==> src/rtl/pwm_gen.sv <==
// ---------------------------------------------------------------------------
// pwm_gen
//
// Purpose: turns an externally supplied free-running counter into a PWM
// waveform. The duty value arrives over a valid/ready handshake. It is only
// applied at a period boundary, so a period is never cut short or stretched
// partway through. A small run state machine makes sure the output always
// starts on a whole period.
//
// Ports:
//   clk          single clock, all state updates on the rising edge
//   rst          synchronous, active-high reset
//   count        free-running up-counter value (0 .. 2^WIDTH-1, wraps to 0)
//   enable       run request (level)
//   duty_data    requested high time in count ticks (WIDTH+1 bits)
//   duty_valid   qualifies duty_data
//   duty_ready   high when a new duty value can be accepted
//   pwm_out      registered PWM waveform
//   period_done  registered one-cycle pulse per completed period while running
// ---------------------------------------------------------------------------
module pwm_gen #(
  parameter int WIDTH = 4
) (
  input  logic             clk,
  input  logic             rst,
  input  logic [WIDTH-1:0] count,
  input  logic             enable,
  input  logic [WIDTH:0]   duty_data,
  input  logic             duty_valid,
  output logic             duty_ready,
  output logic             pwm_out,
  output logic             period_done
);

  typedef enum logic [1:0] {
    IDLE  = 2'd0,
    ARMED = 2'd1,
    RUN   = 2'd2
  } run_state_t;

  // Any duty of 2^WIDTH or more means the output is high for the whole period.
  localparam logic [WIDTH:0] DUTY_FULL = {1'b1, {WIDTH{1'b0}}};

  run_state_t     state;
  run_state_t     state_next;
  logic [WIDTH:0] duty_act;
  logic [WIDTH:0] duty_pend;
  logic           pend;
  logic           boundary;
  logic           handshake;

  function automatic logic [WIDTH:0] clamp_duty(input logic [WIDTH:0] value);
    clamp_duty = (value > DUTY_FULL) ? DUTY_FULL : value;
  endfunction

  // The boundary is taken only from the count value itself. A jump in the
  // counter, for example after an upstream reset, therefore needs no special
  // handling.
  assign boundary   = (count == {WIDTH{1'b1}});
  assign duty_ready = ~pend & ~rst;
  assign handshake  = duty_valid & duty_ready;

  // Duty registers. duty_act changes only on a boundary edge. A value taken
  // in on that same edge with nothing pending goes straight to duty_act, so
  // it is used from the very next period without spending a cycle in
  // duty_pend.
  always_ff @(posedge clk) begin
    if (rst) begin
      duty_act  <= '0;
      duty_pend <= '0;
      pend      <= 1'b0;
    end else if (boundary) begin
      if (pend) begin
        duty_act <= clamp_duty(duty_pend);
        pend     <= 1'b0;
      end else if (handshake) begin
        duty_act <= clamp_duty(duty_data);
      end
    end else if (handshake) begin
      duty_pend <= duty_data;
      pend      <= 1'b1;
    end
  end

  // Run state register.
  always_ff @(posedge clk) begin
    if (rst) begin
      state <= IDLE;
    end else begin
      state <= state_next;
    end
  end

  // Leaving RUN happens at once when enable drops. Entering RUN waits for a
  // boundary, so the first period in RUN begins at count == 0.
  always_comb begin
    state_next = state;
    unique case (state)
      IDLE:    if (enable) state_next = ARMED;
      ARMED:   if (!enable) state_next = IDLE;
               else if (boundary) state_next = RUN;
      RUN:     if (!enable) state_next = IDLE;
      default: state_next = IDLE;
    endcase
  end

  // Registered outputs, one cycle behind the count value they belong to.
  always_ff @(posedge clk) begin
    if (rst) begin
      pwm_out     <= 1'b0;
      period_done <= 1'b0;
    end else begin
      pwm_out     <= (state == RUN) && ({1'b0, count} < duty_act);
      period_done <= (state == RUN) && boundary;
    end
  end

endmodule
==> config.mk <==
export PLATFORM = sky130hd
export DESIGN_NAME = pwm_gen
export DESIGN_NICKNAME = d
export VERILOG_FILES = /design/src/rtl/pwm_gen.sv
export SDC_FILE = /design/constraint.sdc
export NUM_CORES = 1
export LEC_CHECK = 0
export CORE_UTILIZATION = 48
export DETAILED_ROUTE_END_ITERATION = 16
export GPL_ROUTABILITY_DRIVEN = 0
export GPL_TIMING_DRIVEN = 0
export MAX_ROUTING_LAYER = met4
export PLACE_DENSITY = 0.87
export SYNTH_ARGS = -nofsm -noshare
export SYNTH_HDL_FRONTEND = slang
export SYNTH_SLANG_ARGS = --single-unit
==> constraint.sdc <==
create_clock -name clk -period 1.5 [get_ports clk]
set_input_delay 0.225 -clock clk [delete_from_list [all_inputs] [get_ports clk]]
set_output_delay 0.225 -clock clk [all_outputs]
set_load 0.03 [all_outputs]
# == Yosys cells after proc, flatten, opt, wreduce, memory -nomap -nowiden ==
# Cells that the tools add are included.
# Widths: inputs -> output; s select.
# totals
regBits,15
out_inout_bits,3
word_cells,37
# classes
n_lt_le_gt_ge,3
n_eq_ne,6
muxes,9
bitwise,5
reduce_logical,8
# op_table
op,n
$mux 5,4
$gt 5x5->1 const B,2
$mux 2,4
$pmux 2 s3,1
$lt 4x5->1,1
$eq 4x4->1 const B,1
$ne 2x2->1 const B,2
$reduce_and 2->1,2
$ne 3x3->1 const B,1
$not 1->1,3
$reduce_and 3->1,1
$and 1x1->1,2
$eq 2x1->1 const B,1
$eq 2x2->1 const B,1
$logic_and 1x1->1,2
$logic_not 2->1,1
$reduce_bool 2->1,1
$reduce_or 2->1,1

# == Logic depth before layout (Yosys ltp) ==
# Gate-level depths: netlist of the first run.
# logic_depth
depth_word,5
ltp_mapped,5

# == Least setup slack after synthesis of the first run ==
# Ideal clock, no wire load.
# synth_timing
path_type,register to register
startpoint,register duty_act[1]
endpoint,register pwm_out
setup_ns,0.103
arrival_time_ns,1.104
required_time_ns,1.397
path_slack_ns,0.293
path_stages_with_launch,5
path_buffers,0
synth_period_minus_slack_ns,1.207
path_cell_list,dfxtp_1 > inv_1 > ha_1 > a211o_1 > a2111oi_2
# synth_between
elab_chain_len,2
# synth_rtl
item,line_no,source
start: declaration,46,logic [WIDTH:0] duty_act;
start signal: assignment,74,duty_act <= clamp_duty(duty_pend);
start signal: assignment,77,duty_act <= clamp_duty(duty_data);
$lt 4x5->1,113,"pwm_out <= (state == RUN) && ({1'b0, count} < duty_act);"
$logic_and 1x1->1,113,
end signal: assignment,113,
end: declaration,31,"output logic pwm_out,"
# Every way passes these cells.
# A chain may end at the register's enable or synchronous reset.

# == Worst setup path after layout of the first run ==
# layout_timing
startpoint,input port count[1]
endpoint,register pwm_out
# layout_between
elab_chain_len,2
# layout_rtl
item,line_no,source
start: declaration,26,"input logic [WIDTH-1:0] count,"
$lt 4x5->1,113,
$logic_and 1x1->1,113,
# Every way passes these cells.

==> results of run 1 <==
## critical path, stage by stage
cell	delay [ns]
clkdlybuf4s50_1	0.45
ha_1	0.31
a211o_1	0.29
a2111oi_2	0.28
## repair_timing
item,4_1_cts,5_1_grt
gates resized for setup,2,3
cloned,0,0
buffers inserted,0,0
setup endpoints to repair,1,3
## area by class of cell
class                      count  area share
tap                           15     0.01989
buffer                         4     0.02653
sequential                    15      0.3183
timing repair buffer          15      0.1592
clock inverter                 1    0.005305
inverter                       6     0.02387
clock buffer                   3     0.02387
multi-input combinational     54      0.4231
## flip-flops by register name (all words and copies together), names as in the netlist
register / cells
pwm_out: 1
period_done: 1
pend: 1
duty_pend: 5
duty_act: 5
state: 2
## through the flow
stage,util,instance area [µm²]
after floorplan,-,747.0
after global placement,0.6703,915.9
after detailed placement,0.6703,915.9
after CTS,0.6905,943.4
after global routing,0.6905,943.4
final,0.6905,943.4
## cells by family (layout without fill, tap and decap cells)
group,after synthesis,count (layout)
buffers and inverters,10,29
AO/OA/AOI/OAI,18,18
flip-flops,15,15
AND/OR/NAND/NOR,27,27
multiplexers,6,6
adder cells (fa/ha/maj),3,3
## Yosys cell counts
cell type,count
a2111oi_2,1
mux2i_1,6
o311a_1,4
nand4_1,1
nor2_1,4
nand3b_1,1
nand2_1,12
clkbuf_1,1
ha_1,3
a21oi_1,2
nor3_1,2
inv_1,6
buf_2,2
o21ai_0,4
or3_1,1
nand2b_4,1
buf_6,1
a211oi_1,1
o21bai_1,1
nor3b_1,1
a32o_1,3
dfxtp_1,15
nor2b_1,1
nand2b_1,1
nor3b_4,1
o32ai_1,1
and4_4,1
a211o_1,1
## final timing paths
path,from,end,cells past startpoint
worst max-delay path,count[1],pwm_out,4
worst min-delay path,state[1],state[0],1
worst max register to register,duty_act[1],pwm_out,4
worst min register to register,state[1],state[0],1
## layer usage
layer  GRT usage  up-vias  part of all wire  wire length [µm]
met1      0.2439      299              0.45               695
li1            -      326                 -                 -
met5           -        -                 0                 0
met2      0.3313       15              0.51               778
met4     0.07097        0            0.0091                14
met3     0.03913        4             0.033                51
## power by group through the flow
stage | combinational [mW] | sequential [mW] | clock (mW)
3_3_place_gp | 0.137 | 0.432 | 0
4_1_cts | 0.144 | 0.423 | 0.235
5_1_grt | 0.156 | 0.425 | 0.253
3_5_place_dp | 0.144 | 0.432 | 0
6_report | 0.142 | 0.423 | 0.233
2_1_floorplan | 0.0842 | 0.430 | 0
==> flow_summary.toml, run 1 <==
[die]
initial_core_util = 0.5467
ioPinCount = 16
die_x_um = 41.45
die-area_um2 = 1718
fp-row-count = 13
core-area_um2 = 1366
die_h_um = 41.45

[routing]
drc_errors = 0
wl_um = 1539
drtAntennaViolNets = 0
num_vias = 644
drt_iter0_drc = 14
viasPerCell = 5.699
wl_per_cell_um = 13.62
drtPass1Iterations = 4

[clock_network]
holdBufCountCts = 0
clock-sinks = 15
htreeDepth = 1
path_clk_slew_ns = 0.09
clk-insertion-delay-late_ns = 0.28
clockBufferDepth = 2
cts_buffers = 3
clk_root_buffer_cell = "clkbuf_4"
cts_tree = "yes"

[logic_synthesis]
synth_fa_ha_area_frac = 0.05025
synth_cells = 79
ys_seq_area_frac = 0.4020
ys_types = 28
synth_xor_xnor_area_share = 0
synth_top_family_by_area = "simple AND/OR/NAND/NOR gates"
ys_seq_elements = 15
yosys.area_share.simple = 0.2060
synth_top_cell_area_share = 0.4020
synthMuxAreaShare = 0.08040
avgSynthCellArea_um2 = 9.455
yosys_warnings = 0
syn_nets = 95
synthesis.area_um2 = 747.0
yosysTopAreaCell = "dfxtp_1"
synth_compound_gate_area_share = 0.1977
synthTopCellsByArea = "dfxtp_1, mux2i_1, nand2_1, o311a_1, ha_1"

[worst_setup_path]
cp.arrival_ns = 1.56
criticalPathCategory = "input pin to register"
r2r_setup_slack_ns = 0.21
end_kind = "register"
cp_max_fo = 3
cp.required_ns = 1.69
cp-start-kind = "input pin"

[finish]
final_common_cell = "dfxtp_1"
synthToLayoutAreaGrowth_pct = 26.30
regArea_um2 = 300.3
drive_above_1_share = 0.1224
final_nets = 115
antennaDiodeCount = 0
fin_cells = 113
layout_common_cells = "dfxtp_1, nand2_1, clkdlybuf4s50_1, inv_1, mux2i_1"
fillers = 120
multiInputGateArea_um2 = 399.1

[hold_path]
hold_class = "register to register"

[power]
power.density_nw_per_um2 = 846.0
power.share.clock = 0.291
switching_share = 0.2654
switchingPower_uw = 211.8
seqPwrFrac = 0.530
finalPower_uw = 798.1
internal-power_uw = 586.3
leakage_nw = 0.3986
ir_drop_uv = 413.6
power_frac_comb = 0.178

[global_routing]
track_usage = 0.2011
antenna_found_initial = 0
grt_max_degree = 11
grt_pass1_wl_um = 2677
grt_pass1_vias = 644
grt-ovfl-total = 0

[timing]
worst_hold_slack_ns = 0.4631
fmax_mhz = 729.8
clock_skew_ns = 0.004599
hold_viol = 0
tightest_slew_ns = 0.3886
rsz0062_at_grt = "false"
relSlewSlack = 0.7407
finalSetupTns_ns = 0
setup_viol = 0
final-max-slew-violation-count = 0
setup_ws_ns = 0.1297
post-route-period-util = 0.9135
fin_crit_ns = 1.370

[outcome]
status = "completed"

[run]
cap_violations = 0

[place]
dpl.cell_count = 109
post-place-ws_ns = -0.2807
hpwl_um = 1172
portBuffers = 15
Power figures use the tool's default switching activity.
==> run 2: changes to the inputs <==
Settings changed: REMOVE_ABC_BUFFERS from default to 1.
==> run 2 against run 1 <==
  * Register-to-register slack got worse by 0.04 ns
  * First-iteration DRC count fell by 43%
  * Total power fell by 1.4%
  * Highest routed layer unchanged
  * Final area fell by 2.3%
  * Count of clock-buffer cells in the layout rose by 1
  * Critical endpoint unchanged
  * Sequential cell count did not move
==> flow_summary.toml, run 2 (synthesis results as in run 1) <==
[place]
portBuffers = 15
hpwl_um = 1043
placed_cell_area_um2 = 890.9
dpl.cell_count = 105

[worst_setup_path]
crit_family = "compound AO/OA/AOI/OAI gates"
end_kind = "register"
cp.required_ns = 1.69
cp_slowest_stage_delay_ns = 0.47
cp.buffers_inverters = 1
cpMaxStageDelayCell = "clkdlybuf4s50_1"
criticalPathCategory = "input pin to register"
cp_max_fo = 3
crit_path_cell_trace = "clkdlybuf4s50_1 -> ha_1 -> a211o_1 -> a2111oi_2"
cp.arrival_ns = 1.57
cp-start-kind = "input pin"

[finish]
antennaDiodeCount = 0
fin_cells = 110
final_common_cell = "dfxtp_1"
synthToLayoutAreaGrowth_pct = 23.45
drive_above_1_share = 0.1053
reg.largest.list = "duty_act: 5 flops, duty_pend: 5 flops, state: 2 flops"
final_area_um2 = 922.1
layout_common_cells = "dfxtp_1, nand2_1, clkdlybuf4s50_1, inv_1, mux2i_1"
fillers = 114
final_nets = 112

[die]
core-area_um2 = 1366
fp-row-count = 13
ioPinCount = 16
die_x_um = 41.45
die_h_um = 41.45
die-area_um2 = 1718
initial_core_util = 0.5467

[clock_network]
holdBufCountCts = 0
path_clk_slew_ns = 0.09
clock-sinks = 15
htreeDepth = 1
cts_tree = "yes"
cts_buffers = 3
clk-insertion-delay-late_ns = 0.28
clockBufferDepth = 2
clk_root_buffer_cell = "clkbuf_4"

[routing]
drc_errors = 0
drtPass1Iterations = 4
drt_iter0_drc = 8
viasPerCell = 5.618
wl_um = 1421
num_vias = 618
drtAntennaViolNets = 0
wl_per_cell_um = 12.92

[timing]
post-route-period-util = 0.9167
final-max-slew-violation-count = 0
clock_skew_ns = 0.003044
relSlewSlack = 0.6073
fmax_mhz = 727.3
finalSetupTns_ns = 0
setup_viol = 0
tightest_slew_ns = 0.5869
rsz0062_at_grt = "false"
hold_viol = 0
fin_crit_ns = 1.375

[power]
power.share.clock = 0.294
seqPwrFrac = 0.545
power_frac_comb = 0.161
leakage_nw = 0.3707
ir_drop_uv = 631.1
power.density_nw_per_um2 = 853.6
switchingPower_uw = 201.7
internal-power_uw = 585.4
switching_share = 0.2563

[global_routing]
grt_pass1_vias = 551
antenna_found_initial = 0
grt_pass1_wl_um = 2456
grt-ovfl-total = 0
grt_max_degree = 16
track_usage = 0.1926

[hold_path]
hold_class = "register to register"

[run]
cap_violations = 0

[outcome]
status = "completed"
==> run 2: cell type report <==
type	count	area [µm²]	share of cell area
clock buffer	4	26.28	0.02849
multi-input combinational	54	399.1	0.4328
tap	15	18.77	0.02035
inverter	6	22.52	0.02442
timing repair buffer	16	153.9	0.1669
sequential	15	301.5	0.3270
==> run 2: power by group through the flow <==
stage	sequential (mW)	combinational, mW	clock (mW)
2_1_floorplan	0.435	0.0720	0
3_3_place_gp	0.437	0.124	0
3_5_place_dp	0.438	0.127	0
4_1_cts	0.429	0.127	0.236
5_1_grt	0.431	0.141	0.256
6_report	0.429	0.127	0.231
==> run 2: what timing repair did <==
item                                   4_1_cts  5_1_grt
pin swaps                                    0        1
setup endpoints to repair                    2        5
resized for setup                            3        3
endpoints found under the hold margin        0        0
setup buffers                                0        1
==> run 2: worst paths after layout <==
| check | startpoint | endpoint | slack [ns] | cells past startpoint |
|---|---|---|---|---|
| max reg2reg | pend | duty_act[1] | 0.17 | 3 |
| max | count[1] | pwm_out | 0.12 | 4 |
| min | duty_pend[1] | duty_pend[1] | 0.46 | 2 |
| min reg2reg | duty_pend[1] | duty_pend[1] | 0.46 | 2 |
==> run 2: layer usage <==
metal  share of wire  GRT usage  vias to the layer above
li1                -          -                      317
met1            0.49     0.2541                      286
met2            0.44     0.2688                       10
met3           0.032    0.02609                        5
met4           0.033     0.1355                        0
met5               0          -                        -
==> run 2: metrics by stage <==
step / hold slack (ns) / setup slack [ns] / utilization / total power, mW
floorplan: 0.2939 / 0.2656 / - / 0.5066
global placement: 0.4175 / -0.2695 / 0.6520 / 0.5606
detailed placement: 0.4443 / -0.2880 / 0.6520 / 0.5645
CTS: 0.4579 / 0.0006140 / 0.6703 / 0.7918
global route: 0.4776 / 0.02896 / 0.6749 / 0.8287
finish: 0.4645 / 0.1250 / 0.6749 / 0.7872
==> run 2: worst min-delay path: stages, from the launching register on <==
cell and delay (ns):
dfxtp_1 0.32, nand2_1 0.05, mux2i_1 0.05
==> run 3: changes to the inputs <==
Settings changed: CTS_CLUSTER_DIAMETER from default to 30.
==> results of run 3 <==
Same layout as run 2: the final DEF is identical, and so are final timing and power.
